<file path="src/rtl/mem_frame_writer.sv">
// rtl/mem_frame_writer.sv - per-port ring writer with descriptor FIFO; optional counters under `MEM_WR_STATS_EN
module mem_frame_writer #(
    parameter int pPORTS      = 4,
    parameter int pREGION_AW  = 8,
    parameter int pDESC_DEPTH = 8,
    localparam int PW = (pPORTS > 1) ? $clog2(pPORTS) : 1,
    localparam int AW = pREGION_AW,
    localparam int DW = (pDESC_DEPTH > 1) ? $clog2(pDESC_DEPTH) : 1
) (
    input  logic              i_clk,
    input  logic              i_reset,
    input  logic              i_en_mem,
    input  logic [31:0]       i_data,
    input  logic [PW-1:0]     i_port_num,
    input  logic [1:0]        i_info_port,
    input  logic [1:0]        i_extra_byte,
    output logic              o_mem_we,
    output logic [PW+AW-1:0]  o_mem_addr,
    output logic [31:0]       o_mem_data,
    output logic              o_desc_valid,
    input  logic              i_desc_ready,
    output logic [PW-1:0]     o_desc_port,
    output logic [AW-1:0]     o_desc_addr,
    output logic [AW:0]       o_desc_len,
    output logic [1:0]        o_desc_extra,
    input  logic              i_rel_valid,
    input  logic [PW-1:0]     i_rel_port,
    input  logic [AW:0]       i_rel_len,
    output logic [15:0]       o_drop_cnt,
    output logic [15:0]       o_frame_cnt
);

    localparam logic [1:0] INFO_MID = 2'b00;
    localparam logic [1:0] INFO_SOF = 2'b01;
    localparam logic [1:0] INFO_EOF = 2'b10;
    localparam logic [1:0] INFO_ONE = 2'b11;

    localparam logic [AW:0] RD_L    = {1'b1, {AW{1'b0}}};
    localparam logic [AW:0] LEN_ONE = {{AW{1'b0}}, 1'b1};
    localparam logic [DW:0] DEPTH_L = (DW+1)'(pDESC_DEPTH);
    localparam int          DESC_W  = PW + 2*AW + 3;

    typedef enum logic [1:0] {
        ST_IDLE     = 2'd0,
        ST_IN_FRAME = 2'd1,
        ST_DISCARD  = 2'd2
    } ctx_state_t;

    // per-port ring contexts
    ctx_state_t  state_q  [pPORTS];
    logic [AW-1:0] wr_ptr_q [pPORTS];
    logic [AW-1:0] start_q  [pPORTS];
    logic [AW:0]   len_q    [pPORTS];
    logic [AW:0]   used_q   [pPORTS];
    logic [AW:0]   used_d   [pPORTS];

    // descriptor FIFO
    logic [DESC_W-1:0] fifo_q [pDESC_DEPTH];
    logic [DW-1:0]     rd_q, wr_q;
    logic [DW:0]       cnt_q;
    logic [DESC_W-1:0] head;

    // next-state of the context addressed by the incoming word
    logic [PW-1:0]     wp;
    ctx_state_t        st_cur, st_d;
    logic [AW-1:0]     ptr_cur, ptr_d, start_d, wr_addr, push_start;
    logic [AW:0]       len_d, word_dec, push_len;
    logic              word_inc, we_d, push, pop, can_push, full;
    logic [1:0]        drop_n;
    logic [DESC_W-1:0] push_desc;

    assign pop      = (cnt_q != '0) && i_desc_ready;
    assign can_push = (cnt_q != DEPTH_L) || pop;

    // decide what the incoming word does to its port context
    always_comb begin
        wp         = i_port_num;
        st_cur     = state_q[wp];
        ptr_cur    = wr_ptr_q[wp];
        st_d       = st_cur;
        ptr_d      = ptr_cur;
        start_d    = start_q[wp];
        len_d      = len_q[wp];
        wr_addr    = ptr_cur;
        word_inc   = 1'b0;
        word_dec   = '0;
        we_d       = 1'b0;
        push       = 1'b0;
        push_start = start_q[wp];
        push_len   = LEN_ONE;
        drop_n     = 2'd0;
        full       = (used_q[wp] == RD_L);
        if (i_en_mem) begin
            case (st_cur)
                ST_IN_FRAME: begin
                    case (i_info_port)
                        INFO_MID: begin
                            if (full) begin
                                ptr_d    = start_q[wp];
                                word_dec = len_q[wp];
                                len_d    = '0;
                                drop_n   = 2'd1;
                                st_d     = ST_DISCARD;
                            end else begin
                                we_d     = 1'b1;
                                ptr_d    = ptr_cur + 1'b1;
                                len_d    = len_q[wp] + 1'b1;
                                word_inc = 1'b1;
                            end
                        end
                        INFO_EOF: begin
                            st_d  = ST_IDLE;
                            len_d = '0;
                            if (full || !can_push) begin
                                ptr_d    = start_q[wp];
                                word_dec = len_q[wp];
                                drop_n   = 2'd1;
                            end else begin
                                we_d     = 1'b1;
                                ptr_d    = ptr_cur + 1'b1;
                                word_inc = 1'b1;
                                push     = 1'b1;
                                push_len = len_q[wp] + 1'b1;
                            end
                        end
                        INFO_SOF: begin
                            // abandon the open frame and restart a new one at its start
                            word_dec = len_q[wp];
                            drop_n   = 2'd1;
                            we_d     = 1'b1;
                            wr_addr  = start_q[wp];
                            ptr_d    = start_q[wp] + 1'b1;
                            len_d    = LEN_ONE;
                            word_inc = 1'b1;
                        end
                        default: begin
                            // single-word frame aborts the open one, then commits alone
                            word_dec = len_q[wp];
                            len_d    = '0;
                            ptr_d    = start_q[wp];
                            st_d     = ST_IDLE;
                            if (can_push) begin
                                drop_n   = 2'd1;
                                we_d     = 1'b1;
                                wr_addr  = start_q[wp];
                                ptr_d    = start_q[wp] + 1'b1;
                                word_inc = 1'b1;
                                push     = 1'b1;
                            end else begin
                                drop_n   = 2'd2;
                            end
                        end
                    endcase
                end
                default: begin
                    case (i_info_port)
                        INFO_SOF: begin
                            if (full) begin
                                drop_n = 2'd1;
                                st_d   = ST_DISCARD;
                            end else begin
                                start_d  = ptr_cur;
                                we_d     = 1'b1;
                                ptr_d    = ptr_cur + 1'b1;
                                len_d    = LEN_ONE;
                                word_inc = 1'b1;
                                st_d     = ST_IN_FRAME;
                            end
                        end
                        INFO_ONE: begin
                            st_d = ST_IDLE;
                            if (st_cur == ST_IDLE) begin
                                if (full || !can_push) begin
                                    drop_n = 2'd1;
                                end else begin
                                    start_d    = ptr_cur;
                                    we_d       = 1'b1;
                                    ptr_d      = ptr_cur + 1'b1;
                                    word_inc   = 1'b1;
                                    push       = 1'b1;
                                    push_start = ptr_cur;
                                end
                            end
                        end
                        INFO_EOF: begin
                            if (st_cur == ST_DISCARD) st_d = ST_IDLE;
                            else                      drop_n = 2'd1;
                        end
                        default: begin
                            if (st_cur == ST_IDLE) drop_n = 2'd1;
                        end
                    endcase
                end
            endcase
        end
        push_desc = {wp, push_start, push_len, i_extra_byte};
    end

    // occupancy: word write, rewind and release net into one clamped update
    always_comb begin : used_calc
        logic [AW+1:0] add_v;
        logic [AW+1:0] sub_v;
        for (int p = 0; p < pPORTS; p++) begin
            add_v = {1'b0, used_q[p]};
            sub_v = '0;
            if (wp == PW'(p)) begin
                add_v = add_v + {{(AW+1){1'b0}}, word_inc};
                sub_v = {1'b0, word_dec};
            end
            if (i_rel_valid && (i_rel_port == PW'(p))) begin
                sub_v = sub_v + {1'b0, i_rel_len};
            end
            used_d[p] = (add_v > sub_v) ? (AW+1)'(add_v - sub_v) : '0;
        end
    end

    // context state machine and registered RAM write port
    always_ff @(posedge i_clk) begin
        if (i_reset) begin
            for (int p = 0; p < pPORTS; p++) begin
                state_q[p]  <= ST_IDLE;
                wr_ptr_q[p] <= '0;
                start_q[p]  <= '0;
                len_q[p]    <= '0;
                used_q[p]   <= '0;
            end
            o_mem_we   <= 1'b0;
            o_mem_addr <= '0;
            o_mem_data <= '0;
        end else begin
            for (int p = 0; p < pPORTS; p++) begin
                used_q[p] <= used_d[p];
            end
            if (i_en_mem) begin
                state_q[wp]  <= st_d;
                wr_ptr_q[wp] <= ptr_d;
                start_q[wp]  <= start_d;
                len_q[wp]    <= len_d;
            end
            o_mem_we <= we_d;
            if (we_d) begin
                o_mem_addr <= {wp, wr_addr};
                o_mem_data <= i_data;
            end
        end
    end

    // descriptor FIFO; simultaneous push and pop both proceed even when full
    always_ff @(posedge i_clk) begin
        if (i_reset) begin
            rd_q  <= '0;
            wr_q  <= '0;
            cnt_q <= '0;
        end else begin
            if (push) begin
                fifo_q[wr_q] <= push_desc;
                wr_q         <= wr_q + 1'b1;
            end
            if (pop) begin
                rd_q <= rd_q + 1'b1;
            end
            cnt_q <= cnt_q + (DW+1)'(push) - (DW+1)'(pop);
        end
    end

    assign head         = fifo_q[rd_q];
    assign o_desc_valid = (cnt_q != '0);
    assign o_desc_port  = o_desc_valid ? head[DESC_W-1 -: PW]   : '0;
    assign o_desc_addr  = o_desc_valid ? head[2*AW+2 -: AW]     : '0;
    assign o_desc_len   = o_desc_valid ? head[AW+2 -: AW+1]     : '0;
    assign o_desc_extra = o_desc_valid ? head[1:0]              : '0;

`ifdef MEM_WR_STATS_EN
    logic [15:0] drop_cnt_q, frame_cnt_q;
    logic [16:0] drop_sum;

    assign drop_sum = {1'b0, drop_cnt_q} + {15'd0, drop_n};

    // saturating drop and commit counters
    always_ff @(posedge i_clk) begin
        if (i_reset) begin
            drop_cnt_q  <= '0;
            frame_cnt_q <= '0;
        end else begin
            drop_cnt_q <= drop_sum[16] ? 16'hFFFF : drop_sum[15:0];
            if (push && (frame_cnt_q != 16'hFFFF)) begin
                frame_cnt_q <= frame_cnt_q + 1'b1;
            end
        end
    end

    assign o_drop_cnt  = drop_cnt_q;
    assign o_frame_cnt = frame_cnt_q;
`else
    logic unused_stats;
    assign unused_stats = ^drop_n;
    assign o_drop_cnt   = '0;
    assign o_frame_cnt  = '0;
`endif

endmodule

</file>
<file path="config.mk">
export PLATFORM = sky130hd
export DESIGN_NAME = mem_frame_writer
export DESIGN_NICKNAME = d
export VERILOG_FILES = /design/src/rtl/mem_frame_writer.sv
export SDC_FILE = /design/constraint.sdc
export NUM_CORES = 1
export LEC_CHECK = 0
export BUFFER_PORTS_ARGS = -buffer_cell sky130_fd_sc_hd__buf_2
export CORE_MARGIN = 5
export CORE_UTILIZATION = 60
export DETAILED_ROUTE_END_ITERATION = 8
export PLACE_DENSITY = 0.81
export SLEW_MARGIN = 20
export SYNTH_ARGS = -nofsm -noshare
export SYNTH_HDL_FRONTEND = slang
export SYNTH_SLANG_ARGS = --single-unit
</file>
<file path="constraint.sdc">
create_clock -name i_clk -period 13 [get_ports i_clk]
set_clock_uncertainty 0.15 [all_clocks]
set_input_delay 1.3 -clock i_clk [delete_from_list [all_inputs] [get_ports i_clk]]
set_output_delay 1.3 -clock i_clk [all_outputs]
set_load 0.03 [all_outputs]
</file>
==> results.md, run 1 <==
- Status: finished, final reports clean
- Area leader, netlist: edfxtp_1
- Int Pwr: about 2.5 mW
- Mapped Avg Cell Area: between 10 and 15 um2
- Hold_buf cts: 0
- Drt drc: 0
- Final Non-Filler Cells: 2365
- Maximum clock insertion buffer count: 3
- Sw Ratio: between 30% and 40%
- Worst EP required: 13.27 ns
- YS warnings: 0
- Synth Area in Adders: 6.82%
- Synth top area cells: edfxtp_1 41%, dfxtp_1 9.1%, mux4_2 7.5%
- Hold Path Class: flop to flop
- Worst setup SP type: input port
- Setup WS post-layout: 5.17 ns
- Worst R2R Setup Slack: 5.95 ns
- DR vias/cell: a little over 6
- Post-synth cell types: 81
- Worst Path Arrival: 8.10 ns
- Min-Delay Startpoint: rd_q[1]$_SDFFE_PP0P_
- Final min period: a little under 8 ns
- Sequential fraction of the synthesis area: between 40% and 50%
- CTS tree: built
- Core region area: 33400 um2
- Avg WL per Cell: between 20 and 25 um
- Layout cell share with drive strength beyond 1: between 10% and 20%
- Fin Hold WS: 0.337 ns
- PortBufs: 118
- Initial core utilization: 60.7%
- DRT Pass-1 Iters: 5
- Async SR Flop Fraction: 0%
- EDFF count, synth: 276
- Vias in the first global route: about 14000
- Pwr Total: 3.85 mW
- # nets final: 2039
- Remaining antenna violation count: 0
- Switch Pwr: between 1 and 1.5 mW
- # Max-Cap Violations: 0
- Pre-CTS setup slack: 4.71 ns
- Crit end category: flop
- Slew Limit Fails: 0
- Endpoints failing setup: 0
- Die ar.: 37600 um2
- Iteration-0 DRC Markers: about 1800
- Largest net degree at the start of global routing: 57
- Yosys top cell area share: 40.9%
- Clk slew on worst S/H paths: 0.06 ns
- FMAX: 128 MHz
- Fin crit share: 60.3%
- Initial antenna violation count: 1
- WS Path Type: input port to flop
- Final hold vios: 0
- Worst R2R Path Depth: 25
- CTS resizes: 0
- R2r startpoint: used_q[2][1]$_SDFF_PP0_
- Via count: about 15000
- Setup Buffers After CTS: 0
- CTS root buf: clkbuf_16
- Standard-cell rows: 67
- Unrepaired setup endpoints after global routing: no
- Post-route cell area: around 23000 um2
- Worst-Skew Late Latency: around 0.55 ns
- Num Clock Sinks: 368
- Hold depth: 2
- FF+latch count, synth: 368
- Compound-cell area share of the yosys netlist: 8.52%
- Placed insts: 2290
- Pleak: 9.08 nW
- Sequential fraction of design power: 37.6%
- Setup TNS: 0 ns
- Post-layout utilization of the core: between 60 and 70%
- HPWL after DPL: 34.1 mm
- VDD IR max: 0.000165 V
- First-pass GRT wire length: 78.6 mm
- Post-Synth XOR/XNOR Area: 4.23%
- Post-synth top flop: edfxtp_1
- CP Max Fanout: 51
- Synth Area in Simple Gates: between 10 and 15%
- Gpl congestion: between 0.9 and 1
- DRT Wirelength: slightly above 50 mm
- Clock power frac: 29.0%
- Gate power share: between 30% and 40%
- Cells after synthesis: 1782
- Slew margin rel.: about a quarter
- Post-DP Area: 21200 um2
- Die width: 194 um
- Mux cell area share after synthesis: 12.7%
- RR Endpoint: used_q[3][6]$_SDFF_PP0_
- Chip height: approximately 190 um
- Gr usage total: 25.9%
- Largest family of logic cells by synthesized area: simple AND/OR/NAND/NOR gates
- TritonCTS buffer count: 40
- Mapped Area: between 20000 and 25000 um2
- Syn-to-layout area delta: 11.1%
- PwrDens: 171 nW/um2
- Gr ovfl total: 0
- H-tree depth: 2
- Measured slew at the worst slew-check pin: 1.14 ns
- I/O pin count: about 150
## cells in the final DEF (no fill, tap or decap), types with 29 or more instances in the layout
cell type / netlist / layout
conb_1: 1 / 32
a21oi_1: 88 / 88
nand2_1: 116 / 116
mux4_2: 68 / 68
mux2i_1: 87 / 87
dfxtp_1: 92 / 90
edfxtp_1: 276 / 276
ha_1: 92 / 92
buf_2: 13 / 118
xor2_1: 29 / 29
clkbuf_16: 0 / 41
a21o_1: 33 / 33
inv_1: 56 / 56
and3_1: 38 / 38
nor2_1: 275 / 273
xnor2_1: 69 / 69
o21ai_0: 46 / 46
## worst max-delay path by stage
stage                   from                      end  depth (start not counted)
2_1_floorplan  i_port_num[0]  used_q[3][2]$_SDFF_PP0_                         30
3_3_place_gp   i_port_num[0]  used_q[0][2]$_SDFF_PP0_                         25
3_5_place_dp   i_port_num[0]  used_q[3][6]$_SDFF_PP0_                         27
4_1_cts        i_port_num[0]  used_q[3][6]$_SDFF_PP0_                         27
5_1_grt        i_port_num[0]  used_q[3][6]$_SDFF_PP0_                         27
6_report       i_port_num[0]  used_q[3][6]$_SDFF_PP0_                         27
## cell type report
type                    instances  area [um2]
clock inverters                16         159
diodes                          1        2.50
fillers                      2403       10900
clock buffers                  58        1160
multi-input cells            1271        9500
inverters                      58         218
well taps                     448         561
repair buffers                145         793
flip-flops and latches        368       10100
## layer usage
metal | wire (um) | share of wire, % | track usage (%)
met1 | 19700 | 39 | 34.6
met2 | 24800 | 49 | 43.8
met3 | 4100 | 8.2 | 4.03
met4 | 1770 | 3.5 | 8.70
met5 | 0 | 0 | 0
## power groups by stage
stage	combinational (mW)	sequential, mW	clock [mW]
2_1_floorplan	0.982	1.45	0
4_1_cts	1.28	1.44	1.13
5_1_grt	1.41	1.45	1.19
6_report	1.29	1.45	1.12
3_5_place_dp	1.27	1.47	0
3_3_place_gp	1.24	1.46	0
## sequential cells by signal (all words and copies together), names as in the netlist, named ones only
signal,count
wr_q,3
state_q,8
len_q,36
start_q,32
rd_q,3
cnt_q,4
used_q,36
o_mem_addr,10
o_mem_data,32
fifo_q,168
wr_ptr_q,32
o_mem_we,1
## synth_stat cells (all sizes together) (4+ instances only)
master,n
nand2,117
nand3b,6
a211oi,16
a21oi,88
mux2i,87
nand3,26
fa,9
maj3,5
nand4,18
clkbuf,55
o21ai,50
a22oi,5
xnor2,69
o31ai,6
nor2b,28
a31oi,4
and3,38
xor2,29
o2111ai,4
mux4,68
ha,92
a221oi,4
inv,57
o22ai,5
nor3b,5
buf,61
o311ai,8
and4,4
nor3,25
o211ai,10
dfxtp,92
mux2,16
a21o,33
nor4b,4
and2,12
o21a,7
nor2,275
edfxtp,276
nand2b,24
## worst max-delay path: stages
cell	delay (ns)
buf_2	0.20
buf_4	0.68
mux2i_1	0.32
o211ai_1	0.17
a22oi_4	0.27
nand3b_2	0.46
a211oi_4	0.92
and3_1	0.30
ha_1	0.17
inv_1	0.06
fa_1	0.37
nor2b_1	0.17
o21ai_0	0.11
a21boi_0	0.24
o21ai_0	0.12
nand2b_1	0.12
xnor2_1	0.13
nor2_1	0.06
a21oi_1	0.20
ha_1	0.31
and3_1	0.18
a221o_1	0.32
a21oi_1	0.22
o21bai_1	0.09
a21oi_1	0.18
a211o_1	0.30
nor2_1	0.10
## kinds of logic (layout without fill, tap and decap cells)
logic type	count (synthesis)	count (layout)
buf+inv	174	277
fa+ha+maj	106	106
simple gates	599	599
other cells	1	33
compound gates	265	265
flops	368	368
mux	171	171
xor+xnor	98	98
No activity file was read; power rests on OpenSTA's default activity.
==> inputs of run 2 (changes only) <==
Clock period 13 ns to 7.9 ns, I/O delays scaled along.
==> results.md, run 2 (same netlist as run 1, synthesis figures left out) <==
- Status: finished, final reports clean
- Filler cell count: about 2400
- Layout cell share with drive strength beyond 1: 16.7%
- Chip height: 194 um
- CTS root buf: clkbuf_16
- Gr ovfl total: 0
- Clock power frac: 29.4%
- Setup TNS: 0 ns
- Worst-Skew Late Latency: between 0.5 and 0.6 ns
- Standard-cell rows: 67
- Endpoints failing setup: 0
- # nets final: 2038
- Post-route cell area: 22500 um2
- Clk slew on worst S/H paths: 0.06 ns
- Gate power share: 33.4%
- HPWL after DPL: 34.4 mm
- Final min period: roughly 6.8 ns
- Syn-to-layout area delta: 11.1%
- Switch Pwr: 2.18 mW
- Die width: 194 um
- Via count: 14700
- Crit end category: flop
- First-pass GRT wire length: 80.7 mm
- Remaining antenna violation count: 0
- Int Pwr: 4.22 mW
- Slew Limit Fails: 0
- Initial antenna violation count: 0
- Commonest non-fill, non-tap cell in the layout: edfxtp_1
- Top flop regs: fifo_q x168, len_q x36, used_q x36
- Avg WL per Cell: 22.0 um
- I/O pin count: 151
- Multi-input combinational cell area: between 9000 and 10000 um2
- FMAX: around 150 MHz
- H-tree depth: 2
- WS Path Type: input port to flop
- TritonCTS buffer count: 39
- PwrDens: 284 nW/um2
- Worst setup SP type: input port
- Gpl congestion: around 0.9
- CTS tree: built
- Worst Path Arrival: 7.06 ns
- Unrepaired setup endpoints after global routing: no
- Hold Path Class: flop to flop
- Register Area: 10100 um2
- Setup Buffers After CTS: 0
- Vias in the first global route: 14600
- Post-DP Area: 21200 um2
- Gr usage total: 26.8%
- Largest net degree at the start of global routing: about 70
- PortBufs: 118
- VDD IR max: between 0.00015 and 0.0002 V
- Measured slew at the worst slew-check pin: 1.10 ns
- CP Max Fanout: 38
- Die ar.: 37600 um2
- DR vias/cell: between 6 and 7
- Maximum clock insertion buffer count: 3
- Slew margin rel.: roughly a quarter
- Initial core utilization: 60.7%
- Fin crit share: 85.5%
- DRT Wirelength: roughly 52 mm
- Core region area: approximately 33000 um2
- Pleak: roughly 9.1 nW
- Worst EP required: 8.21 ns
- Sw Ratio: approximately a third
- Most flops, register: fifo_q
- Hold_buf cts: 0
- # Max-Cap Violations: 0
- Num Clock Sinks: 368
- DRT Pass-1 Iters: 6
- Commonest cells after routing, fill and taps aside: 276 x edfxtp_1, 273 x nor2_1, 118 x buf_2
- Max FFs per register: approximately 170
- Iteration-0 DRC Markers: 1642
- Sequential fraction of design power: between 30 and 40%
- Drt drc: 0
- CTS resizes: 0
- Final hold vios: 0
run 2: cell types whose count changed in the layout (fill, tap and decap cells not counted), sizes merged:
cell | previous run | this run
clkbuf | 58 | 47
clkinv | 10 | 18
bufinv | 1 | 5
inv | 61 | 58
run 2: path summary, 6_finish.rpt:
kind                                              start                 endpoint  slack [ns]  depth (start not counted)
worst max-delay path                      i_port_num[0]  used_q[0][8]$_SDFF_PP0_        1.15                         23
worst min-delay path               rd_q[1]$_SDFFE_PP0P_                     flop        0.33                          2
worst min register to register     rd_q[1]$_SDFFE_PP0P_                     flop        0.33                          2
worst max register to register  used_q[2][1]$_SDFF_PP0_  used_q[1][8]$_SDFF_PP0_        1.39                         22
run 2: cell type report:
cell class	instances	share of cell area, %
Antenna cell	1	0.0111
Clock buffer	47	4.69
Clock inverter	25	1.22
Inverter	58	0.966
Multi-Input combinational cell	1271	42.2
Sequential cell	368	44.9
Tap cell	448	2.49
Timing Repair Buffer	145	3.52
run 2: critical path, stage by stage:
cell      delay [ns]
buf_2           0.62
mux4_2          0.70
o31a_1          0.36
a211oi_2        0.67
nand2_1         0.22
o21ai_2         0.24
nand2_4         0.08
inv_2           0.30
ha_1            0.23
ha_1            0.12
nand2_1         0.04
nand2_1         0.12
inv_1           0.06
fa_1            0.43
nor2b_1         0.16
o21ai_0         0.11
a21boi_0        0.28
o21ai_0         0.19
a21oi_1         0.25
o21ai_0         0.15
a211oi_1        0.34
o41ai_2         0.27
nor3b_1         0.25
run 2: through the flow:
stage	instances	util [%]	hold WS, ns	setup WS, ns	total power [mW]
after floorplan	1813	-	0.304	1.87	4.00
after detailed placement	2290	63.4	0.318	0.762	4.51
after global placement	2290	63.4	0.312	0.934	4.45
after global routing	2362	67.4	0.342	0.657	6.71
final	2363	67.4	0.331	1.15	6.40
after CTS	2362	67.4	0.328	1.23	6.40
run 2: power by group through the flow:
stage,clock network [mW],logic (mW),registers [mW]
2_1_floorplan,0,1.62,2.39
3_3_place_gp,0,2.04,2.41
3_5_place_dp,0,2.10,2.41
4_1_cts,1.90,2.13,2.37
5_1_grt,1.99,2.33,2.39
6_report,1.88,2.14,2.38
run 2: metal layers:
layer,track usage [%],part of all wire (%)
met1,34.6,39
met5,0,0
met3,4.88,7.6
met2,46.5,50
met4,8.54,3.2
